--- src/rtl/sc_speed_selector_pkg.sv ---
// Shared definitions for the speed selector and the downstream velocity counter:
// FSM state encoding, 2-bit speed codes and the lockout counter width.
package sc_speed_selector_pkg;

   typedef enum logic [2:0] {
      ST_STOP,
      ST_VEL1,
      ST_VEL2,
      ST_VEL3,
      ST_PENALTY
   } state_t;

   typedef logic [1:0] speed_code_t;

   localparam speed_code_t SPEED_SLOW   = 2'b01;
   localparam speed_code_t SPEED_MEDIUM = 2'b10;
   localparam speed_code_t SPEED_FAST   = 2'b11;

   localparam int unsigned PENALTY_CNT_W = 27;

   // Speed code presented for a given state; never returns 00.
   function automatic speed_code_t speed_code(input state_t s);
      case (s)
         ST_VEL2: speed_code = SPEED_MEDIUM;
         ST_VEL3: speed_code = SPEED_FAST;
         default: speed_code = SPEED_SLOW;
      endcase
   endfunction

endpackage

--- src/rtl/sc_button_edge.sv ---
// Two-flop synchronizer plus previous-value register for an active-low
// pushbutton; emits a one-cycle pulse on each new press (1 -> 0 transition).
module sc_button_edge (
   input  logic i_clk,
   input  logic i_rst_n,
   input  logic i_btn_n,
   output logic o_press
);

   logic r_sync1;
   logic r_sync2;
   logic r_prev;

   // Synchronize the raw button and keep its previous synchronized value;
   // all flops reset to the released level so reset release makes no event.
   always_ff @(posedge i_clk or negedge i_rst_n) begin
      if (!i_rst_n) begin
         r_sync1 <= 1'b1;
         r_sync2 <= 1'b1;
         r_prev  <= 1'b1;
      end else begin
         r_sync1 <= i_btn_n;
         r_sync2 <= r_sync1;
         r_prev  <= r_sync2;
      end
   end

   assign o_press = ~r_sync2 & r_prev;

endmodule

--- src/rtl/sc_speed_selector.sv ---
// Speed selector FSM: accel/brake buttons step the speed code, a crash forces
// a timed lockout (PENALTY) after which the vehicle restarts from STOP.
import sc_speed_selector_pkg::*;

module sc_speed_selector #(
   parameter int unsigned PENALTY_CYCLES = 100000000
) (
   input  logic       SC_SPEED_SELECTOR_CLOCK_50,
   input  logic       SC_SPEED_SELECTOR_RESET_InLow,
   input  logic       SC_SPEED_SELECTOR_ACCEL_InLow,
   input  logic       SC_SPEED_SELECTOR_BRAKE_InLow,
   input  logic       SC_SPEED_SELECTOR_CRASH_InLow,
   output logic [1:0] SC_SPEED_SELECTOR_SELECTIONVEL_OutBus,
   output logic       SC_SPEED_SELECTOR_ENABLE_OutLow,
   output logic       SC_SPEED_SELECTOR_PENALTY_OutLow
);

   localparam logic [PENALTY_CNT_W-1:0] PENALTY_LOAD = PENALTY_CNT_W'(PENALTY_CYCLES - 1);

   logic                     w_accel;
   logic                     w_brake;
   state_t                   r_state;
   state_t                   w_state_next;
   logic [PENALTY_CNT_W-1:0] r_cnt;
   logic [PENALTY_CNT_W-1:0] w_cnt_next;
   speed_code_t              r_sel;
   logic                     r_en_n;
   logic                     r_pen_n;

   sc_button_edge u_accel (
      .i_clk   (SC_SPEED_SELECTOR_CLOCK_50),
      .i_rst_n (SC_SPEED_SELECTOR_RESET_InLow),
      .i_btn_n (SC_SPEED_SELECTOR_ACCEL_InLow),
      .o_press (w_accel)
   );

   sc_button_edge u_brake (
      .i_clk   (SC_SPEED_SELECTOR_CLOCK_50),
      .i_rst_n (SC_SPEED_SELECTOR_RESET_InLow),
      .i_btn_n (SC_SPEED_SELECTOR_BRAKE_InLow),
      .o_press (w_brake)
   );

   // Next-state logic: crash overrides everything, brake wins over accel,
   // button events are ignored while the lockout counter runs.
   always_comb begin
      w_state_next = r_state;
      w_cnt_next   = r_cnt;
      if (!SC_SPEED_SELECTOR_CRASH_InLow) begin
         w_state_next = ST_PENALTY;
         w_cnt_next   = PENALTY_LOAD;
      end else begin
         case (r_state)
            ST_STOP: begin
               if (!w_brake && w_accel) w_state_next = ST_VEL1;
            end
            ST_VEL1: begin
               if (w_brake)      w_state_next = ST_STOP;
               else if (w_accel) w_state_next = ST_VEL2;
            end
            ST_VEL2: begin
               if (w_brake)      w_state_next = ST_VEL1;
               else if (w_accel) w_state_next = ST_VEL3;
            end
            ST_VEL3: begin
               if (w_brake)      w_state_next = ST_VEL2;
            end
            ST_PENALTY: begin
               if (r_cnt == '0) w_state_next = ST_STOP;
               else             w_cnt_next   = r_cnt - 1'b1;
            end
            default: begin
               w_state_next = ST_STOP;
               w_cnt_next   = '0;
            end
         endcase
      end
   end

   // State, lockout counter and registered outputs; outputs are decoded from
   // the next state so they change on the same edge as the state.
   always_ff @(posedge SC_SPEED_SELECTOR_CLOCK_50 or negedge SC_SPEED_SELECTOR_RESET_InLow) begin
      if (!SC_SPEED_SELECTOR_RESET_InLow) begin
         r_state <= ST_STOP;
         r_cnt   <= '0;
         r_sel   <= SPEED_SLOW;
         r_en_n  <= 1'b1;
         r_pen_n <= 1'b1;
      end else begin
         r_state <= w_state_next;
         r_cnt   <= w_cnt_next;
         r_sel   <= speed_code(w_state_next);
         r_en_n  <= (w_state_next == ST_STOP) || (w_state_next == ST_PENALTY);
         r_pen_n <= (w_state_next != ST_PENALTY);
      end
   end

   assign SC_SPEED_SELECTOR_SELECTIONVEL_OutBus = r_sel;
   assign SC_SPEED_SELECTOR_ENABLE_OutLow       = r_en_n;
   assign SC_SPEED_SELECTOR_PENALTY_OutLow      = r_pen_n;

endmodule

--- config.mk ---
export PLATFORM = sky130hd
export DESIGN_NAME = sc_speed_selector
export DESIGN_NICKNAME = d
export VERILOG_FILES = /design/src/rtl/sc_speed_selector_pkg.sv /design/src/rtl/sc_button_edge.sv /design/src/rtl/sc_speed_selector.sv
export SDC_FILE = /design/constraint.sdc
export NUM_CORES = 1
export LEC_CHECK = 0
export CORE_UTILIZATION = 45
export DETAILED_ROUTE_END_ITERATION = 7
export GPL_TIMING_DRIVEN = 0
export HOLD_SLACK_MARGIN = 0.05
export PLACE_DENSITY_LB_ADDON = 0.25
export SYNTH_ARGS = -nofsm -noshare
export SYNTH_HDL_FRONTEND = slang
export SYNTH_SLANG_ARGS = --single-unit
export TNS_END_PERCENT = 20
--- constraint.sdc ---
create_clock -name SC_SPEED_SELECTOR_CLOCK_50 -period 2.2 [get_ports SC_SPEED_SELECTOR_CLOCK_50]
set_input_delay 0.55 -clock SC_SPEED_SELECTOR_CLOCK_50 [delete_from_list [all_inputs] [get_ports SC_SPEED_SELECTOR_CLOCK_50]]
set_output_delay 0.55 -clock SC_SPEED_SELECTOR_CLOCK_50 [all_outputs]
set_load 0.1 [all_outputs]
==> results.json, run 1 <==
{
  "status": "finished, violations left",
  "violations": "design-rule violations",
  "grt_use_total_pct": 21.9,
  "start_util_pct": 47.8,
  "critPathMaxFanout": 8,
  "use_met2_pct": 32.3,
  "relSlewSlack_pct": 37.1,
  "drive_gt1_share_pct": 22.6,
  "power.static_leakage_nw": 0.881,
  "critPathKind": "reg2reg",
  "die_w_um": 70.7,
  "cp-start-kind": "register",
  "placement.io_buffers": 8,
  "synth_area_um2": 2120,
  "reg2reg_depth": 5,
  "regMostFlops": "r_cnt",
  "vias": 1903,
  "instances_no_fill": 295,
  "io_pins": 9,
  "synth_nets": 228,
  "coreArea_um2": 4440,
  "timing.final.hold_violations": 0,
  "totalWireLength_um": 5200,
  "crit_arrival_ps": 2420,
  "antenna_found_initial": 0,
  "async_flop_share_pct": 100,
  "ys_seq_elements": 40,
  "rows": 24,
  "yosysSeqAreaShare_pct": 47.7,
  "routedWlPerCell_um": 17.6,
  "tightestPinTransition_ps": 948,
  "synth_edf_count": 0,
  "clkTransAtPathRegs_ps": 80,
  "routed_via_density": 6.45,
  "remaining_drc_errors": 2,
  "grt_setup_unrepaired": "yes",
  "nNetsFinal": 248,
  "largest_reg_flops": 27,
  "drtIter0Drc": 183,
  "dieArea_um2": 5000,
  "cts-htree-levels": 2,
  "routabilityCongestion": 0.855,
  "synth-simple-area-share_pct": 27.7,
  "cts-buffers-inserted": 5,
  "min_path_type": "reg2reg",
  "cts.sinks": 40,
  "cts_buffer_depth": 2,
  "synth_compound_area_share_pct": 20.9,
  "holdPathEnd": "u_brake.r_sync2",
  "synth_top_family_by_area": "simple AND/OR/NAND/NOR gates",
  "hold_path_depth": 0,
  "synthCells": 222,
  "muxShareOfSynthArea_pct": 0.471,
  "grt_use_met1_pct": 32.5,
  "clock_skew_ps": 5.20,
  "clock-root-buffer": "clkbuf_8",
  "grt_overflow": 0,
  "powerDensity_nw_per_um2": 533,
  "rr_endpoint": "r_cnt[17]",
  "vdd_drop_max_v": 0.000336,
  "setup_violations": 0,
  "num_antenna_cells": 0,
  "dp_hpwl_um": 3430,
  "required_ps": 2430,
  "top_usage_layer": "met1",
  "finalInstanceArea_um2": 2470,
  "final.period_utilization_pct": 99.6,
  "yosys_warnings": 0,
  "syn-mean-instance-area_um2": 9.56,
  "synth.distinct_cells": 54,
  "fmax_ghz": 0.456,
  "holdWs_ps": 353,
  "ys_top_cells_by_area": "dfrtp_1, dfstp_2, o21ai_0",
  "placed_area_um2": 2260,
  "grt_max_degree": 41,
  "die_h_um": 70.7,
  "end_kind": "register",
  "clkLatencyLatePin_ps": 300,
  "slew_violations": 0,
  "antenna_left": 0,
  "ys.flop_type": "dfrtp_1",
  "area.growth.synth_to_final_pct": 16.1,
  "grt_pass1_wl_um": 8520,
  "r2r_start": "r_cnt[3]",
  "synth-xor-area-share_pct": 0.412,
  "drtPass1Iterations": 7,
  "yosys.area.top_type_share_pct": 36.5,
  "dp.cells": 282,
  "synth_top_area_cell": "dfrtp_1",
  "grt_pass1_vias": 1695,
  "hold_buffers": 0,
  "maxCapViolations": 0,
  "r2r_slack_ps": 9,
  "global_route.usage.met3_pct": 3.85,
  "synthAdderAreaFrac_pct": 0.589,
  "period_needed_ps": 2190,
  "cts_tree": "built",
  "holdCritStartpoint": "u_brake.r_sync1"
}
-- how the worst max path moves through the flow --
stage / slack, ps / endpoint / start
finish: 9 / r_cnt[17] / r_cnt[3]
detailed placement: -140 / r_cnt[23] / r_cnt[16]
floorplan: 210 / r_cnt[20] / r_cnt[0]
global placement: -410 / r_cnt[6] / SC_SPEED_SELECTOR_RESET_InLow
global route: -80 / r_cnt[17] / r_cnt[3]
CTS: -2 / r_cnt[4] / r_state[0]
-- cell families after synthesis --
logic type / count (synthesis)
multiplexers: 1
XOR/XNOR: 1
AND/OR/NAND/NOR: 104
buffers and inverters: 10
adder cells (fa/ha/maj): 1
flip-flops: 40
AO/OA/AOI/OAI: 65
-- per-layer routing --
metal / up-vias / wire (µm)
met4: 0 / 99
li1: 890 / -
met3: 12 / 391
met5: - / 0
met2: 85 / 2290
met1: 916 / 2420
-- critical path: stages (launching register included) --
cell and delay [ps]:
dfrtp_2 470, or4_4 600, nor3_4 350, nand2_2 140, or4_1 420, a21oi_1 150
-- cell usage in the layout (no fill, tap or decap), drive strengths merged, types with 5 or more instances in the layout --
| cell | count |
|---|---|
| a21oi | 12 |
| a31oi | 6 |
| buf | 6 |
| clkbuf | 13 |
| dfrtp | 31 |
| dfstp | 9 |
| inv | 5 |
| nand2 | 22 |
| nand2b | 5 |
| nand3 | 9 |
| nor2 | 16 |
| nor3 | 10 |
| nor4 | 8 |
| o211ai | 6 |
| o21ai | 20 |
| o311ai | 6 |
| or3 | 12 |
-- synthesized netlist by cell type (2+ instances only) --
cell       n
o221ai_1   2
and4_1     2
or4_1      2
nand3_1    9
clkbuf_1   4
o31ai_1    3
a21oi_1   12
nand2b_1   5
inv_1      5
nor4_1     7
a31oi_1    6
nand2_2    2
o211ai_1   6
dfstp_2    9
nand2_1   20
dfrtp_1   31
nor3_1     9
or3_1     10
nand4_1    2
o311ai_0   5
or2_2      3
o21ai_0   18
nor2_1    16
nor2b_1    4
-- power by group --
group	leakage (nW)	total (mW)	switching (mW)	internal, mW
sequential	0.426	0.756	0.00723	0.749
clock	0.0404	0.507	0.282	0.225
combinational	0.414	0.0502	0.0336	0.0165
total	0.881	1.31	0.323	0.990
-- area by class of cell --
| cell class | count | area (µm²) |
|---|---|---|
| well taps | 52 | 65.1 |
| multi-input cells | 172 | 1150 |
| clock inverters | 3 | 23.8 |
| inverters | 5 | 18.8 |
| flip-flops and latches | 40 | 1010 |
| fillers | 416 | 1980 |
| plain buffers | 5 | 28.8 |
| repair buffers | 13 | 96.3 |
| clock buffers | 5 | 68.8 |
-- through the flow --
| stage | total power, mW | setup slack, ps | util [%] | setup TNS (ps) |
|---|---|---|---|---|
| 2_1_floorplan | 0.790 | 209 | - | 0 |
| 5_1_grt | 1.37 | -75.8 | 55.5 | -201 |
| 6_report | 1.31 | 8.53 | 55.5 | 0 |
| 3_3_place_gp | 0.821 | -409 | 51.0 | -13570 |
| 4_1_cts | 1.32 | -1.71 | 54.4 | -1.71 |
| 3_5_place_dp | 0.821 | -140 | 50.9 | -757 |
-- what timing repair did --
action / in CTS / in global routing
endpoints found under the setup margin: 20 / 26
resized for setup: 13 / 12
pin swaps: 1 / 1
setup buffers: 3 / 2
No activity file was read; power rests on OpenSTA's default activity.
==> run 2, diff against run 1 <==
--- a/config.mk
+++ b/config.mk
@@ -5,7 +5,7 @@
 export SDC_FILE = /design/constraint.sdc
 export NUM_CORES = 1
 export LEC_CHECK = 0
-export CORE_UTILIZATION = 45
+export CORE_UTILIZATION = 55
 export DETAILED_ROUTE_END_ITERATION = 7
 export GPL_TIMING_DRIVEN = 0
 export HOLD_SLACK_MARGIN = 0.05
==> run 2 against run 1 <==
- the run ends with negative setup slack left
- non-clock buffer count decreased by 2
- clock-buffer cell count increased by 1
- sequential power about the same
- largest cell class unchanged
==> results.json, run 2 (same netlist as run 1, synthesis figures left out) <==
{
  "status": "finished, violations left",
  "violations": "negative setup slack",
  "routedWlPerCell_um": 18.8,
  "fin_tns_setup_ps": -47.5,
  "period_needed_ps": 2250,
  "holdWs_ps": 357,
  "die_w_um": 64.1,
  "grt_overflow": 0,
  "routabilityCongestion": 0.947,
  "relSlewSlack_pct": 37.2,
  "p_sw_uw": 297,
  "area.growth.synth_to_final_pct": 17.9,
  "grt_pass1_wl_um": 8650,
  "instances_no_fill": 289,
  "routed_via_density": 6.71,
  "required_ps": 2420,
  "vdd_drop_max_v": 0.000412,
  "die_h_um": 64.1,
  "tightestPinTransition_ps": 946,
  "grt_use_total_pct": 27.9,
  "powerDensity_nw_per_um2": 559,
  "swShare_pct": 21.2,
  "vias": 1939,
  "power_frac_clock_pct": 42.1,
  "r2r_slack_ps": -50,
  "final_core_util_pct": 67.9,
  "finalInstanceArea_um2": 2500,
  "drive_gt1_share_pct": 22.8,
  "totalWireLength_um": 5420,
  "cts.sinks": 40,
  "timing.final.hold_violations": 0,
  "dpl_worst_slack_ps": -158,
  "critPathMaxFanout": 8,
  "rows": 22,
  "coreArea_um2": 3690,
  "remaining_drc_errors": 0,
  "final.period_utilization_pct": 102,
  "largest_reg_flops": 27,
  "path_buf_inv": 0,
  "grt_max_degree": 41,
  "cts_tree": "built",
  "grt_setup_unrepaired": "yes",
  "dp.cells": 278,
  "cp-start-kind": "register",
  "rr_endpoint": "r_cnt[17]",
  "nFillCells": 298,
  "start_util_pct": 57.6,
  "drtPass1Iterations": 4,
  "clock-root-buffer": "clkbuf_8",
  "crit_slowest_cell": "or4_4",
  "clock_skew_ps": 5.59,
  "critPathLaunch": "r_cnt[3]",
  "max_stage_delay_ps": 600,
  "reg2reg_depth": 5,
  "layout_commonest_cell": "dfrtp_1",
  "p_seq_share_pct": 54.1,
  "maxCapViolations": 0,
  "r2r_start": "r_cnt[3]",
  "power_frac_comb_pct": 3.8,
  "antenna_left": 0,
  "worstSetupEndpoint": "r_cnt[17]",
  "final_cell_mix": "dfrtp_1, nand2_1, o21ai_0",
  "cp.depth": 5,
  "slew_violations": 0,
  "cts_buffer_depth": 2,
  "fmax_ghz": 0.445,
  "placed_area_um2": 2260,
  "critPathKind": "reg2reg",
  "cp_cell_sequence": "or4_4 -> nor3_4 -> nand2_2 -> or4_1 -> a21oi_1",
  "cts-htree-levels": 2,
  "antenna_found_initial": 0,
  "grt_pass1_vias": 1737,
  "num_antenna_cells": 0,
  "clkTransAtPathRegs_ps": 80,
  "cellInternalPower_mw": 1.10,
  "placement.io_buffers": 8,
  "dieArea_um2": 4110,
  "power.static_leakage_nw": 0.906,
  "setup_violations": 1,
  "setup_ws_ps": -47.5,
  "end_kind": "register",
  "dp_hpwl_um": 3460,
  "crit_arrival_ps": 2460,
  "crit_family": "simple AND/OR/NAND/NOR gates",
  "min_path_type": "in2async",
  "p_total_mw": 1.40,
  "regMostFlops": "r_cnt",
  "cts-buffers-inserted": 5,
  "io_pins": 9,
  "drtIter0Drc": 195,
  "clkLatencyLatePin_ps": 300,
  "nNetsFinal": 246
}
==> run 2: power groups by stage <==
stage | clock network (mW) | logic (mW) | registers (mW)
after CTS | 0.604 | 0.0497 | 0.757
after floorplan | 0 | 0.0214 | 0.769
after global routing | 0.624 | 0.0602 | 0.759
final | 0.590 | 0.0531 | 0.758
after global placement | 0 | 0.0505 | 0.770
after detailed placement | 0 | 0.0494 | 0.771
==> run 2: final cells by class <==
| type | instances | area (µm²) | area share, % |
|---|---|---|---|
| multi-input combinational | 172 | 1190 | 47.7 |
| sequential | 40 | 1010 | 40.5 |
| timing repair buffer | 11 | 78.8 | 3.15 |
| clock buffer | 6 | 72.6 | 2.90 |
| tap | 48 | 60.1 | 2.40 |
| clock inverter | 2 | 35.0 | 1.40 |
| buffer | 5 | 30.0 | 1.20 |
| inverter | 5 | 18.8 | 0.750 |
==> run 2: how the worst min path moves through the flow <==
| stage | start | endpoint | slack, ps | cells after the start |
|---|---|---|---|---|
| after floorplan | SC_SPEED_SELECTOR_RESET_InLow | SC_SPEED_SELECTOR_SELECTIONVEL_OutBus[1] | 250 | 0 |
| after global placement | u_brake.r_sync1 | u_brake.r_sync2 | 350 | 0 |
| after detailed placement | u_brake.r_sync1 | u_brake.r_sync2 | 350 | 0 |
| after CTS | u_brake.r_sync1 | u_brake.r_sync2 | 360 | 0 |
| after global routing | u_accel.r_sync1 | u_accel.r_sync2 | 360 | 0 |
| final | SC_SPEED_SELECTOR_RESET_InLow | r_state[2] | 360 | 1 |
==> run 2: per-layer routing <==
metal	track usage (%)	up-vias	share of wire, %
met5	0	-	0
met4	11.4	0	1.9
met3	6.07	12	7.0
met2	39.8	97	46
met1	40.9	947	45
li1	-	883	-
==> run 2: worst reg2reg max path: stages, from the launching register on <==
cell,delay (ps)
dfrtp_2,470
or4_4,600
nor3_4,360
nand2_2,150
or4_1,410
a21oi_1,180
==> run 2: timing repair <==
action	CTS	global route
pin swaps	0	3
hold buffers	0	0
resized for setup	13	21
endpoints found under the setup margin	21	26
setup buffers	0	3
==> run 3, diff against run 2 <==
--- a/config.mk
+++ b/config.mk
@@ -7,6 +7,7 @@
 export LEC_CHECK = 0
 export CORE_UTILIZATION = 55
 export DETAILED_ROUTE_END_ITERATION = 7
+export GPL_ROUTABILITY_DRIVEN = 0
 export GPL_TIMING_DRIVEN = 0
 export HOLD_SLACK_MARGIN = 0.05
 export PLACE_DENSITY_LB_ADDON = 0.25
==> run 3 against run 2 <==
- the run still ends with negative setup slack left
- clock skew up 1.2 ps
- first-iteration DRC count down 31%
- clock power up 40%
- critical path depth up 3
- die area unchanged
- critical path type unchanged
- largest power group is now the clock network
==> results.json, run 3 (same netlist as run 1, synthesis figures left out) <==
{
  "power_frac_clock_pct": 50.6,
  "period_needed_ps": 2230,
  "remaining_drc_errors": 0,
  "relSlewSlack_pct": 37.2,
  "required_ps": 2350,
  "top_layer": "met4",
  "timing.final.hold_violations": 0,
  "clock_skew_ps": 6.81,
  "grt_overflow": 0,
  "max_stage_delay_ps": 400,
  "path_buf_inv": 2,
  "power_frac_comb_pct": 3.1,
  "antenna_left": 0,
  "fmax_ghz": 0.449,
  "p_total_mw": 1.63,
  "min_path_type": "reg2reg",
  "vias": 1927,
  "maxCapViolations": 0,
  "cellInternalPower_mw": 1.33,
  "cts.sinks": 40,
  "grt_setup_unrepaired": "yes",
  "dieArea_um2": 4110,
  "cp-start-kind": "register",
  "wl_met2_um": 2390,
  "p_sw_uw": 301,
  "crit_arrival_ps": 2380,
  "rows": 22,
  "critPathMaxFanout": 10,
  "swShare_pct": 18.4,
  "vdd_drop_max_v": 0.000409,
  "end_kind": "register",
  "seq_area_um2": 1010,
  "layout_commonest_cell": "dfrtp_1",
  "start_util_pct": 57.6,
  "p_seq_share_pct": 46.3,
  "cp_cell_sequence": "inv_1 -> ha_1 -> nor4b_2 -> nand4_1 -> clkbuf_8 -> or3_1 -> a31oi_1 -> o311ai_1",
  "area.growth.synth_to_final_pct": 19.0,
  "cts_buffer_depth": 2,
  "final_cell_mix": "dfrtp_1, nand2_1, o21ai_0",
  "routed_via_density": 6.69,
  "largest_reg_flops": 27,
  "antenna_found_initial": 0,
  "final.period_utilization_pct": 101,
  "grt_pass1_vias": 1872,
  "crit_slowest_cell": "dfrtp_1",
  "critPathKind": "reg2reg",
  "setup_violations": 1,
  "drtIter0Drc": 135,
  "drive_gt1_share_pct": 22.5,
  "regMostFlops": "r_cnt",
  "crit_family": "simple AND/OR/NAND/NOR gates",
  "die_w_um": 64.1,
  "dp_hpwl_um": 3410,
  "grt_pass1_wl_um": 8820,
  "totalWireLength_um": 5340,
  "hold_buffers": 0,
  "cts-buffers-inserted": 5,
  "r2r_slack_ps": -30,
  "nFillCells": 283,
  "routedWlPerCell_um": 18.5,
  "io_pins": 9,
  "nNetsFinal": 245,
  "violations": "negative setup slack",
  "num_antenna_cells": 0,
  "route.met3.wl_um": 394,
  "finalInstanceArea_um2": 2530,
  "grt_use_total_pct": 28.6,
  "multiInputGateArea_um2": 1170,
  "power.static_leakage_nw": 0.911,
  "cts_tree": "built",
  "powerDensity_nw_per_um2": 647,
  "clock-root-buffer": "clkbuf_8",
  "cts-htree-levels": 2,
  "placement.io_buffers": 8,
  "coreArea_um2": 3690,
  "clkLatencyLatePin_ps": 300,
  "wl_met1_um": 2430,
  "setup_ws_ps": -26.6,
  "die_h_um": 64.1,
  "tightestPinTransition_ps": 946,
  "drtPass1Iterations": 5,
  "grt_max_degree": 41,
  "placed_area_um2": 2260,
  "status": "finished, violations left",
  "clkTransAtPathRegs_ps": 80,
  "slew_violations": 0
}
## run 3: worst reg2reg max path: cells and delay by family (launching register included)
kind | cells | cell delay [ps]
adder cells (fa/ha/maj) | 1 | 190
AND/OR/NAND/NOR | 3 | 850
buffers and inverters | 2 | 330
flip-flops | 1 | 400
AO/OA/AOI/OAI | 2 | 310
## run 3: metal layers
metal	up-vias	track usage (%)
met4	0	14.7
met1	942	40.0
li1	885	-
met5	-	0
met2	83	41.5
met3	17	6.25
## run 3: layout make-up
type	count	area share (%)
plain buffers	5	1.14
clock buffers	5	2.72
clock inverters	3	3.57
inverters	5	0.743
multi-input cells	172	46.4
flip-flops and latches	40	40.1
well taps	48	2.38
repair buffers	10	2.92
## run 3: worst paths after layout
check | from | to | cells past startpoint
worst min-delay path | u_accel.r_sync1 | u_accel.r_sync2 | 0
worst max register to register | r_cnt[0] | r_cnt[20] | 8
min in group asynchronous | SC_SPEED_SELECTOR_RESET_InLow | r_cnt[21] | 1
max in group asynchronous | SC_SPEED_SELECTOR_RESET_InLow | r_cnt[3] | 1
worst min register to register | u_accel.r_sync1 | u_accel.r_sync2 | 0
worst max-delay path | r_cnt[0] | r_cnt[20] | 8
## run 3: power groups by stage
| stage | Sequential [mW] | Clock (mW) | Combinational, mW |
|---|---|---|---|
| global route | 0.758 | 0.865 | 0.0581 |
| floorplan | 0.769 | 0 | 0.0214 |
| global placement | 0.770 | 0 | 0.0505 |
| finish | 0.757 | 0.826 | 0.0507 |
| CTS | 0.756 | 0.838 | 0.0505 |
| detailed placement | 0.770 | 0 | 0.0501 |
## run 3: repair_timing
action,in CTS,in global routing
setup buffers,0,2
pin swaps,0,1
cloned,0,0
endpoints found under the setup margin,20,21
gates resized for setup,13,15
hold endpoints to repair,0,0
## run 3: through the flow
stage | utilization, % | cells | setup slack, ps | hold slack (ps) | TNS (ps)
after CTS | 66.5 | 286 | -14.3 | 361 | -14.3
after floorplan | - | 222 | 209 | 254 | 0
after global routing | 68.5 | 288 | -143 | 362 | -310
after detailed placement | 61.2 | 278 | -116 | 349 | -967
after global placement | 61.4 | 278 | -365 | 345 | -11880
final | 68.5 | 288 | -26.6 | 359 | -26.6
